### config.mk
export PLATFORM = sky130hd
export DESIGN_NAME = burt_window_streamer
export DESIGN_NICKNAME = d
export VERILOG_FILES = /design/src/rtl/burt_window_streamer.sv
export SDC_FILE = /design/constraint.sdc
export NUM_CORES = 2
export LEC_CHECK = 0
export ABC_AREA = 1
export BUFFER_PORTS_ARGS = -buffer_cell sky130_fd_sc_hd__buf_2
export CAP_MARGIN = 20
export CORE_AREA = 2 2 237 239
export CTS_BUF_LIST = sky130_fd_sc_hd__clkbuf_2
export DETAILED_ROUTE_END_ITERATION = 8
export DIE_AREA = 0 0 239 241
export GPL_TIMING_DRIVEN = 1
export MAX_ROUTING_LAYER = met4
export PLACE_DENSITY = 0.78
export SYNTH_ARGS = -nofsm -noshare
export SYNTH_HDL_FRONTEND = slang
export SYNTH_SLANG_ARGS = --single-unit
### constraint.sdc
create_clock -name clk_i -period 14.04 [get_ports clk_i]
set_input_delay 1.404 -clock clk_i [delete_from_list [all_inputs] [get_ports clk_i]]
set_output_delay 1.404 -clock clk_i [all_outputs]
set_load 0.03 [all_outputs]
### src/rtl/burt_window_streamer.sv
// rtl/burt_window_streamer.sv - dilated horizontal window generator with border replication
module burt_window_streamer #(
  parameter int DATA_WIDTH   = 16,
  parameter int TAPS         = 5,
  parameter int MAX_DILATION = 4,
  parameter int DIL_WIDTH    = $clog2(MAX_DILATION + 1)
) (
  input  logic                             clk_i,
  input  logic                             rst_i,
  input  logic [DATA_WIDTH-1:0]            pixel_i,
  input  logic [15:0]                      col_i,
  input  logic [15:0]                      row_i,
  input  logic                             valid_i,
  output logic                             ready_o,
  input  logic [15:0]                      width_i,
  input  logic [DIL_WIDTH-1:0]             dilation_i,
  output logic [TAPS-1:0][DATA_WIDTH-1:0]  window_o,
  output logic [15:0]                      col_o,
  output logic [15:0]                      row_o,
  output logic                             valid_o
);

  localparam int H = (TAPS - 1) / 2;
  localparam int L = (TAPS - 1) * MAX_DILATION + 1;

  typedef enum logic [1:0] {
    S_IDLE,
    S_RUN,
    S_FLUSH
  } state_t;

  state_t state_q, state_d;

  // sr_q[0] is the newest sample; older samples sit at higher indices.
  logic [DATA_WIDTH-1:0] sr_q [L];
  logic [DATA_WIDTH-1:0] sr_d [L];

  // x is the virtual column of the newest sample, counting flush duplicates.
  logic [15:0] x_q, x_d;
  logic [15:0] w_q, w_d;
  logic [15:0] d_q, d_d;
  logic [15:0] hd_q, hd_d;
  logic [15:0] row_q, row_d;
  logic [15:0] cnt_q, cnt_d;

  logic [TAPS-1:0][DATA_WIDTH-1:0] win_q, win_d;
  logic [15:0] col_out_q, col_out_d;
  logic [15:0] row_out_q, row_out_d;
  logic        valid_q, valid_d;

  logic                  accept;
  logic                  start;
  logic                  push;
  logic [DATA_WIDTH-1:0] push_data;
  logic [15:0]           dil_ext;
  logic [15:0]           d_clamp;
  logic [15:0]           hd_calc;
  logic [31:0]           tap_off;
  logic [15:0]           tap_idx;

  // Stop accepting while flushing the right border or while held in reset.
  assign ready_o = !rst_i && (state_q != S_FLUSH);
  assign accept  = valid_i && ready_o;
  assign start   = accept && (col_i == 16'd0);

  // Normalise the requested dilation: 0 acts as 1, oversize values saturate.
  always_comb begin
    dil_ext = {{(16-DIL_WIDTH){1'b0}}, dilation_i};
    d_clamp = dil_ext;
    if (dil_ext == 16'd0) begin
      d_clamp = 16'd1;
    end else if (dil_ext > 16'(MAX_DILATION)) begin
      d_clamp = 16'(MAX_DILATION);
    end
    hd_calc = 16'(H) * d_clamp;
  end

  // Row sequencing: decides when to push, what to push and where the row ends.
  always_comb begin
    state_d   = state_q;
    x_d       = x_q;
    w_d       = w_q;
    d_d       = d_q;
    hd_d      = hd_q;
    row_d     = row_q;
    cnt_d     = cnt_q;
    push      = 1'b0;
    push_data = pixel_i;

    if (start) begin
      // A column-0 pixel always opens a fresh row, even mid-row.
      w_d   = width_i;
      d_d   = d_clamp;
      hd_d  = hd_calc;
      row_d = row_i;
      x_d   = 16'd0;
      push  = 1'b1;
      if (width_i <= 16'd1) begin
        if (hd_calc == 16'd0) begin
          state_d = S_IDLE;
        end else begin
          state_d = S_FLUSH;
          cnt_d   = hd_calc;
        end
      end else begin
        state_d = S_RUN;
      end
    end else begin
      case (state_q)
        S_RUN: begin
          if (accept) begin
            push = 1'b1;
            x_d  = x_q + 16'd1;
            if (col_i == w_q - 16'd1) begin
              if (hd_q == 16'd0) begin
                state_d = S_IDLE;
              end else begin
                state_d = S_FLUSH;
                cnt_d   = hd_q;
              end
            end
          end
        end
        S_FLUSH: begin
          // Re-push the last real pixel to replicate the right border.
          push      = 1'b1;
          push_data = sr_q[0];
          x_d       = x_q + 16'd1;
          cnt_d     = cnt_q - 16'd1;
          if (cnt_q <= 16'd1) begin
            state_d = S_IDLE;
          end
        end
        default: begin
        end
      endcase
    end
  end

  // Shift in the pushed sample and form the window once the right tap is filled.
  always_comb begin
    sr_d      = sr_q;
    win_d     = win_q;
    col_out_d = col_out_q;
    row_out_d = row_out_q;
    valid_d   = 1'b0;
    tap_off   = 32'd0;
    tap_idx   = 16'd0;

    if (push) begin
      sr_d[0] = push_data;
      for (int i = 1; i < L; i++) begin
        sr_d[i] = sr_q[i-1];
      end
      if (x_d >= hd_d) begin
        valid_d   = 1'b1;
        col_out_d = x_d - hd_d;
        row_out_d = row_d;
        for (int k = 0; k < TAPS; k++) begin
          // Clamping the lookback to x replicates the left border pixel.
          tap_off = 32'(TAPS - 1 - k) * 32'(d_d);
          tap_idx = (tap_off > {16'd0, x_d}) ? x_d : tap_off[15:0];
          for (int j = 0; j < L; j++) begin
            if (16'(j) == tap_idx) begin
              win_d[k] = sr_d[j];
            end
          end
        end
      end
    end
  end

  // Control state and row parameters.
  always_ff @(posedge clk_i) begin
    if (rst_i) begin
      state_q <= S_IDLE;
      x_q     <= 16'd0;
      w_q     <= 16'd1;
      d_q     <= 16'd1;
      hd_q    <= 16'd0;
      row_q   <= 16'd0;
      cnt_q   <= 16'd0;
    end else begin
      state_q <= state_d;
      x_q     <= x_d;
      w_q     <= w_d;
      d_q     <= d_d;
      hd_q    <= hd_d;
      row_q   <= row_d;
      cnt_q   <= cnt_d;
    end
  end

  // Pixel history; stale contents are masked by x, so no reset is needed.
  always_ff @(posedge clk_i) begin
    for (int i = 0; i < L; i++) begin
      sr_q[i] <= sr_d[i];
    end
  end

  // Registered window outputs; values hold between valid pulses.
  always_ff @(posedge clk_i) begin
    if (rst_i) begin
      win_q     <= '0;
      col_out_q <= 16'd0;
      row_out_q <= 16'd0;
      valid_q   <= 1'b0;
    end else begin
      win_q     <= win_d;
      col_out_q <= col_out_d;
      row_out_q <= row_out_d;
      valid_q   <= valid_d;
    end
  end

  assign window_o = win_q;
  assign col_o    = col_out_q;
  assign row_o    = row_out_q;
  assign valid_o  = valid_q;

endmodule
==> impl_metrics.yaml <==
run_status:
  outcome: "finished, final reports clean"
synthesis:
  synth_edf_count: 256
  synth_area_leaders: "edfxtp_1 24%, nand2_1 18%, dfxtp_1 13%, a21oi_1 9.9%, inv_1 6.5%"
  yosys.area.top_type: "edfxtp_1"
  synth.most_common_cell: "nand2_1"
  synth-seq-cells: 467
  synth_area_um2: 32600
  synth_area_per_cell_um2: 6.74
  yosys_most_used_dff: "edfxtp_1"
  ys_warn_count: 0
  synth_nets: 5007
  synth_top_area_share_pct: 23.6
  synth_cell_types: 68
  synth_common_cells: "1531 x nand2_1, 645 x a21oi_1, 568 x inv_1"
  ys_seq_area_share_pct: 36.5
  syn_inst: 4836
  ys_async_sr_fraction_pct: 0
placement:
  port_buffers: 183
  dp_slack_ps: 4030
  dp_hpwl_um: 89700
  place.gp.congestion: 1.07
final_layout:
  area_growth_pct: 7.90
  nets: 5171
  final_core_utilization_pct: 64.1
  fillerInstances: 5212
  drive_gt1_share_pct: 12.0
hold_path:
  min_from: "width_i[0]"
  hold_depth: 3
  holdPathEnd: "w_q[0]"
  hp-class: "input pin to register"
worst_setup_path:
  critical_path_class: "register to register"
  crit_required_ps: 15340
  arrival_ps: 10360
  cp-end-kind: "register"
  r2r_end: "window_o[28]"
  crit_top_cell: "nand2_1"
  slowest_stage: "buf_4"
  r2r_slack_ps: 4980
  cp_max_fo: 62
  cpPeakStageDelay_ps: 560
  reg2reg_depth: 52
  startpoint_type: "register"
  r2r_start: "state_q[0]"
global_routing:
  antenna_found_initial: 4
  first_global_vias: 31500
  grt-ovfl-total: 0
  track_usage_pct: 43.1
  grt_max_degree: 97
  grt_pass1_wl_um: 186000
route:
  wl_met2_um: 50300
  highest_layer: "met4"
  wl_met3_um: 15100
  num_vias: 35100
  drt-pass1-iter-count: 9
  antenna_left: 0
  m1WireLength_um: 49200
  drc: 0
  drtIter0Drc: 5326
  vias_per_cell: 6.05
  wirelength_um: 122000
  routedWlPerCell_um: 21.0
clocking:
  cts.clk_slew.worst_paths_ps: 100
  post_cts_buffers: 0
  ctsHoldBuffers: 0
  insertion_delay_ps: 1390
  cts.sinks: 467
  cts_tree: "done"
  root_buffer: "clkbuf_2"
  cts.path.max_buffers: 3
  cts_buffers: 134
  h-tree-depth: 4
  cts_resized: 0
timing:
  fmax_ghz: 0.110
  finalHoldViolations: 0
  rsz0062_at_grt: "no"
  slew_headroom_pct: 18.7
  fin_skew_ps: 65.1
  period_needed_ps: 9060
  slew_violations: 0
  final-setup-viol-count: 0
  worstMarginPinSlew_ps: 1210
  fin_ws_ps: 4980
  period_share_pct: 64.5
  setup_tns_ps: 0
power_and_ir_drop:
  leakage_uw: 0.0168
  powerDensity_nw_per_um2: 75.3
  vdd_drop_max_mv: 0.0555
  finalPower_uw: 2650
flow_run:
  drv_cap: 0
floorplanning:
  fp.dieH_um: 241
  core_um2: 54900
  initial_core_util_pct: 59.4
  die_area_um2: 57600
  die_w_um: 239
  ios: 184
  row_count: 86
layout make-up:
type                            instances  area [um2]  share of cell area [%]
Antenna cell                            3        7.51                  0.0213
Clock buffer                          192         961                    2.73
Clock inverter                         34         256                   0.729
Inverter                              617        2320                    6.59
Multi-Input combinational cell       3547       17500                    49.8
Sequential cell                       467       11900                    33.9
Tap cell                              704         881                    2.50
Timing Repair Buffer                  233        1320                    3.74
where the power goes:
| part | total, uW | switching (uW) | leakage (uW) | internal, uW |
|---|---|---|---|---|
| Combinational | 142 | 101 | 0.0119 | 40.9 |
| Sequential | 1430 | 0.00218 | 0.00400 | 1430 |
| Clock | 1080 | 644 | 0.000913 | 439 |
state kept, by name (all words and copies together) (netlist names):
register,cells
x_q,16
valid_o,1
state_q,2
d_q,16
cnt_q,16
row_q,16
window_o,80
sr_q,256
w_q,16
row_o,16
hd_q,16
col_o,16
worst max-delay path, delay by kind of cell, from the launching register on:
kind	cells	cell delay (ps)
AOI/OAI and AO/OA	10	1960
adders and majority gates	4	1240
buffers and inverters	8	1750
DFF	1	340
and+or+nand+nor	30	3670
logic make-up after synthesis:
family	count (synthesis)	synth area share (%)
and+or+nand+nor	2265	29.4
buffers and inverters	822	9.86
DFF	467	36.5
AOI/OAI and AO/OA	1134	19.1
adders and majority gates	101	3.92
xor gates and xnor gates	47	1.26
per-layer routing:
metal / vias to the layer above / track usage [%]
li1: 16400 / -
met1: 15600 / 57.5
met2: 2581 / 60.8
met3: 466 / 9.17
met4: 0 / 23.5
met5: - / -
worst max-delay path by stage:
stage,from,end
after global routing,state_q[0],window_o[28]
after detailed placement,rst_i,window_o[26]
after floorplan,rst_i,window_o[69]
after global placement,rst_i,window_o[18]
final,state_q[0],window_o[28]
after CTS,state_q[0],window_o[26]
cell usage in the layout, fill, tap and decap left out, types with 182 or more instances in the layout:
cell type and instances:
nand3_1 223, buf_2 182, a21oi_1 645, nor2_1 271, nand2_1 1530, o21ai_0 249, dfxtp_1 211, clkbuf_2 192
edfxtp_1 256, inv_1 568
stage by stage:
| stage | area [um2] | cells | hold WS (ps) |
|---|---|---|---|
| 3_5_place_dp | 33900 | 5566 | 433 |
| 2_1_floorplan | 32600 | 4836 | 425 |
| 3_3_place_gp | 33900 | 5565 | 430 |
| 5_1_grt | 35200 | 5797 | 230 |
| 4_1_cts | 35100 | 5792 | 173 |
| 6_report | 35200 | 5797 | 285 |
No activity file was read; power rests on OpenSTA's default activity.
